**src/rtl/pwm_timebase.sv**
```systemverilog
// Prescaled PWM time base: up, down and up-down counting with shadowed period, prescale and mode, plus one-shot runs.
// Latency: count_val, dir, ovf and unf are registered and change on the clk edge after the tick that causes them.
// Backpressure: none; en low freezes all state and suppresses the ovf/unf pulses.
module pwm_timebase #(
  parameter int CNT_W = 16,
  parameter int PSC_W = 8
) (
  input  logic             clk,
  input  logic             rst_n,
  input  logic             en,
  input  logic             count_reset,
  input  logic [1:0]       mode,
  input  logic             one_shot,
  input  logic [CNT_W-1:0] period,
  input  logic [PSC_W-1:0] prescale,
  output logic [CNT_W-1:0] count_val,
  output logic             dir,
  output logic             ovf,
  output logic             unf,
  output logic             running
);

  localparam logic [1:0] MODE_DOWN = 2'b01;
  localparam logic [1:0] MODE_UD   = 2'b10;

  logic [PSC_W-1:0] psc_cnt;
  logic [PSC_W-1:0] prescale_sh;
  logic [CNT_W-1:0] period_sh;
  logic [1:0]       mode_sh;

  logic             active;
  logic             psc_wrap;
  logic             tick;

  logic [CNT_W-1:0] cnt_nxt;
  logic             dir_nxt;
  logic             ovf_nxt;
  logic             unf_nxt;
  logic             upd;

  // The prescaler only advances while enabled and not stopped by a completed one-shot.
  assign active   = en && running;
  assign psc_wrap = (psc_cnt == prescale_sh);
  assign tick     = active && psc_wrap;

  // Next count, direction and boundary events for the current tick; upd marks a period boundary.
  always_comb begin
    cnt_nxt = count_val;
    dir_nxt = dir;
    ovf_nxt = 1'b0;
    unf_nxt = 1'b0;
    upd     = 1'b0;
    if (tick) begin
      case (mode_sh)
        MODE_DOWN: begin
          dir_nxt = 1'b0;
          if (count_val == '0) begin
            // Reload from the live period so a rewritten period is picked up at this boundary.
            cnt_nxt = period;
            unf_nxt = 1'b1;
            upd     = 1'b1;
          end else begin
            cnt_nxt = count_val - CNT_W'(1);
          end
        end
        MODE_UD: begin
          if (period_sh == '0) begin
            // Degenerate triangle: every tick is both top and bottom; report it as a bottom.
            cnt_nxt = '0;
            dir_nxt = 1'b1;
            unf_nxt = 1'b1;
            upd     = 1'b1;
          end else if (dir && (count_val == period_sh)) begin
            dir_nxt = 1'b0;
            cnt_nxt = count_val - CNT_W'(1);
            ovf_nxt = 1'b1;
          end else if (!dir && (count_val == '0)) begin
            // Only the bottom turn is a period boundary, keeping the triangle symmetric.
            dir_nxt = 1'b1;
            cnt_nxt = CNT_W'(1);
            unf_nxt = 1'b1;
            upd     = 1'b1;
          end else if (dir) begin
            cnt_nxt = count_val + CNT_W'(1);
          end else begin
            cnt_nxt = count_val - CNT_W'(1);
          end
        end
        default: begin
          // Modes 00 and 11 both count up.
          dir_nxt = 1'b1;
          if (count_val == period_sh) begin
            cnt_nxt = '0;
            ovf_nxt = 1'b1;
            upd     = 1'b1;
          end else begin
            cnt_nxt = count_val + CNT_W'(1);
          end
        end
      endcase
    end
  end

  // State update: count_reset restarts and reloads shadows; otherwise advance on ticks and reload shadows at boundaries.
  always_ff @(posedge clk or negedge rst_n) begin
    if (!rst_n) begin
      count_val   <= '0;
      psc_cnt     <= '0;
      dir         <= 1'b1;
      ovf         <= 1'b0;
      unf         <= 1'b0;
      running     <= 1'b1;
      period_sh   <= '0;
      prescale_sh <= '0;
      mode_sh     <= 2'b00;
    end else if (count_reset) begin
      psc_cnt     <= '0;
      running     <= 1'b1;
      period_sh   <= period;
      prescale_sh <= prescale;
      mode_sh     <= mode;
      count_val   <= (mode == MODE_DOWN) ? period : '0;
      dir         <= (mode != MODE_DOWN);
      ovf         <= 1'b0;
      unf         <= 1'b0;
    end else begin
      if (active) begin
        psc_cnt <= psc_wrap ? '0 : psc_cnt + PSC_W'(1);
      end
      count_val <= cnt_nxt;
      dir       <= dir_nxt;
      ovf       <= ovf_nxt;
      unf       <= unf_nxt;
      if (upd) begin
        period_sh   <= period;
        prescale_sh <= prescale;
        mode_sh     <= mode;
      end
      // one_shot is taken live: the first boundary event of a run stops the time base.
      if (one_shot && (ovf_nxt || unf_nxt)) begin
        running <= 1'b0;
      end
    end
  end

endmodule

```
**config.mk**
```make
export PLATFORM = sky130hd
export DESIGN_NAME = pwm_timebase
export DESIGN_NICKNAME = d
export VERILOG_FILES = /design/src/rtl/pwm_timebase.sv
export SDC_FILE = /design/constraint.sdc
export NUM_CORES = 1
export LEC_CHECK = 0
export CAP_MARGIN = 10
export CORE_ASPECT_RATIO = 1.1
export CORE_UTILIZATION = 45
export CTS_CLUSTER_SIZE = 16
export DETAILED_ROUTE_END_ITERATION = 12
export PLACE_DENSITY = 0.71
export SLEW_MARGIN = 40
export SYNTH_ARGS = -nofsm -noshare
export SYNTH_HDL_FRONTEND = slang
export SYNTH_SLANG_ARGS = --single-unit
export TNS_END_PERCENT = 1
```
**constraint.sdc**
```tcl
create_clock -name clk -period 2.7 [get_ports clk]
set_input_delay 0.54 -clock clk [delete_from_list [all_inputs] [get_ports clk]]
set_output_delay 0.54 -clock clk [all_outputs]
set_load 0.03 [all_outputs]
```
==> Flow_metrics.wiki <==
{| class="wikitable"
! Metric !! Value
|-
| Area fraction of the dominant cell type after synthesis || 0.315
|-
| Routed WL || 12,800 um
|-
| Violation count after the first detailed-route iteration || 343
|-
| Port bufs || 50
|-
| Count of pins over their slew limit || 0
|-
| Net count reported at finish || 561
|-
| Data arrival time of the critical path || 2830 ps
|-
| Maximum root-to-sink buffer count || 2
|-
| Clk sinks || 54
|-
| Max-slew headroom || 0.552
|-
| Register-to-Register Setup Slack || 90 ps
|-
| Avg Vias per Cell || 6.12
|-
| CP cell instances || buf_4 > or4b_1 > nor2_1 > nand2_1 > xnor2_1 > o21ai_0 > o21ai_0 > a221oi_1
|-
| Net count of the mapped netlist || 484
|-
| Leading cell types in the layout, fill and taps excluded || dfrtp_1, clkdlybuf4s50_1, buf_4
|-
| Via count || 3,916
|-
| Share of flip-flops with an asynchronous set or reset after synthesis || 1.00
|-
| CP Launch Type || flop
|-
| Last weighted congestion value of the routability-driven placer || 0.938
|-
| Post-synthesis instance area || 0.00413 mm^2
|-
| Worst stage delay on the critical path || 550 ps
|-
| Slowest cell on the critical path || or4b_1
|-
| Synth area leader || dfrtp_1
|-
| Number of enable flip-flop cells after synthesis || 0
|-
| Total global routing overflow || 0
|-
| Power per cell area || 448 mW/mm^2
|-
| Worst hold path type || primary input to async pin
|-
| Die Y || 102 um
|-
| Count of distinct cell types in the synthesized netlist || 66
|-
| Antenna fix cells || 0
|-
| Cell type group with the largest total delay on the critical path || simple AND/OR/NAND/NOR gates
|-
| Die ar. || 0.00957 mm^2
|-
| Initial antenna violation count || 0
|-
| Highest attainable clock frequency || 0.383 GHz
|-
| Primary flip-flop cell chosen by synthesis mapping || dfrtp_1
|-
| Status || complete, no violations
|-
| Synthesized-area fraction occupied by and/or/nand/nor cells || 0.194
|-
| Wire length of the first global-routing pass || 20,300 um
|-
| Most common cell type on the critical path || o21ai_0
|-
| Leading post-synthesis cells by cell area || dfrtp_1, xnor2_1, mux2_1
|-
| Pin count of the biggest net entering global routing || 30
|-
| Count of endpoints failing hold in the final timing report || 0
|-
| WL per Instance || 20.0 um
|-
| Reg-to-reg critical path startpoint || count_val[2]
|-
| Crit path kind || flop to flop
|-
| Number of detailed-routing iterations run before antenna repair || 5
|-
| Beginning of the critical path || count_val[2]
|-
| Most common cell after layout, fill and taps aside || dfrtp_1
|-
| Clock skew after layout || 16.1 ps
|-
| Critical path required time || 2920 ps
|-
| Fraction of synthesized cell area in xor and xnor cells || 0.133
|-
| Global-route total usage across every layer || 0.278
|-
| Fillers || 802
|-
| Setup TNS || 0 ps
|-
| Number of remaining DRC errors || 0
|-
| Slew at the pin with the worst max-slew slack || 672 ps
|-
| Complex-gate fraction of the synthesized area || 0.172
|-
| Ports placed on the boundary || 51
|-
| Maximum level of the CTS H-tree || 2
|-
| Clock tree root driver cell || clkbuf_8
|-
| Setup repair after global routing missed its margin || no
|-
| Main combinational cell family by area after synthesis || simple AND/OR/NAND/NOR gates
|-
| Final antenna-violating net count || 0
|-
| Detailed Place HPWL || 9660 um
|-
| Portion of the post-synthesis area used by sequential elements || 0.328
|-
| IR Drop Worst-Case VDD || 0.287 mV
|-
| Area share of fa/ha/maj cells after synthesis || 0.0151
|-
| Finish-stage setup viols || 0
|-
| Layout cells sized above 1 || 0.165
|-
| Ys Warns || 0
|-
| MaxCap Viol Count || 0
|-
| WHS || 233 ps
|-
| Min cycle time layout || 2610 ps
|-
| Critical path endpoint category || flop
|-
| Share of cell area taken by muxes after synthesis || 0.105
|-
| Largest driver fanout on the critical path || 8
|-
| Total of hold buffers inserted after clock tree synthesis || 0
|-
| Reg clk slew, reported paths || 110 ps
|-
| Number of cell rows || 36
|-
| Via count of the first global-routing pass || 3,817
|-
| Die width || 93.4 um
|-
| Core region area || 0.00887 mm^2
|-
| Total of flip-flops plus latches after synthesis || 54
|-
| Area grow syn2layout || 24.3%
|-
| Clock latency at the later pin of the worst-skew pair || 320 ps
|-
| Cell count after synthesis || 448
|-
| Number of clock buffers inserted by TritonCTS || 5
|-
| Total buffers and inverters traversed by the critical path || 1
|-
| Fin crit share || 0.968
|-
| Starting utilization of the core area || 0.466
|-
| Leakage power total || 0.00206 uW
|-
| Mean post-synth cell area || 9.22 um^2
|-
| TritonCTS clock tree || built
|}
-- cell usage after synthesis (all sizes together) (4+ instances only) --
master   n
clkbuf  13
and4     4
nor2    36
xor2    17
a22oi    5
nand4   14
mux2i   12
mux2    28
o211ai   5
buf     14
a21oi   22
xnor2   40
nand3    7
nor4    10
nand2   39
o21ai   27
and2     4
ha       5
a221oi   5
nor3    11
o31ai    5
inv     12
or3      5
and3     7
dfrtp   52
-- power breakdown --
group	internal (uW)	switching (uW)
registers	868	84.4
logic	344	408
clock network	306	289
total	1520	781
-- repair_timing --
action	in CTS	in global routing
hold endpoints to repair	0	0
resized for setup	0	6
setup endpoints to repair	0	27
buffers inserted	0	0
-- cell families after synthesis --
family	Yosys count
flops	54
fa+ha+maj	5
compound gates	103
buf+inv	39
xor+xnor	57
mux	40
simple gates	150
-- worst paths after layout --
check,cells past startpoint,to
max in group asynchronous,2,running
max,8,count_val[10]
max reg2reg,8,count_val[10]
min in group clk,1,psc_cnt[7]
min,1,count_val[13]
min reg2reg,1,psc_cnt[7]
-- worst register-to-register path, cell delays in order, from the launching register on --
cell and delay [ps]:
dfrtp_1 520, buf_4 220, or4b_1 560, nor2_1 270
nand2_1 150, xnor2_1 150, o21ai_0 260, o21ai_0 140
a221oi_1 240
-- metrics by stage --
step,setup WS [ps],util,std cells,total power [uW],cell area (um^2)
after floorplan,42.2,-,448,1400,4140
after global placement,199,0.561,632,1680,4980
after detailed placement,156,0.561,632,1690,4980
after CTS,86.5,0.575,640,2290,5100
after global routing,2.74,0.579,640,2400,5130
final,87.6,0.579,640,2300,5130
-- layer usage --
| layer | global-route usage | vias up | routed length, um |
|---|---|---|---|
| met4 | 0.0982 | 0 | 361 |
| li1 | - | 1789 | - |
| met5 | 0 | - | 0 |
| met3 | 0.0332 | 30 | 867 |
| met2 | 0.476 | 195 | 6140 |
| met1 | 0.364 | 1902 | 5410 |
-- state kept, by name (all words and copies together), names as in the netlist, 2 cells and up --
| signal | cells |
|---|---|
| period_sh | 16 |
| mode_sh | 2 |
| prescale_sh | 8 |
| count_val | 16 |
| psc_cnt | 8 |
-- area by class of cell --
type	count	area, um^2	share of cell area
multi-input cells	355	2590	0.504
flip-flops and latches	54	1360	0.264
repair buffers	97	881	0.172
well taps	114	143	0.0278
clock buffers	6	82.6	0.0161
inverters	12	45.0	0.00877
clock inverters	2	38.8	0.00756
Note: power is estimated with default switching activity, not from simulation.
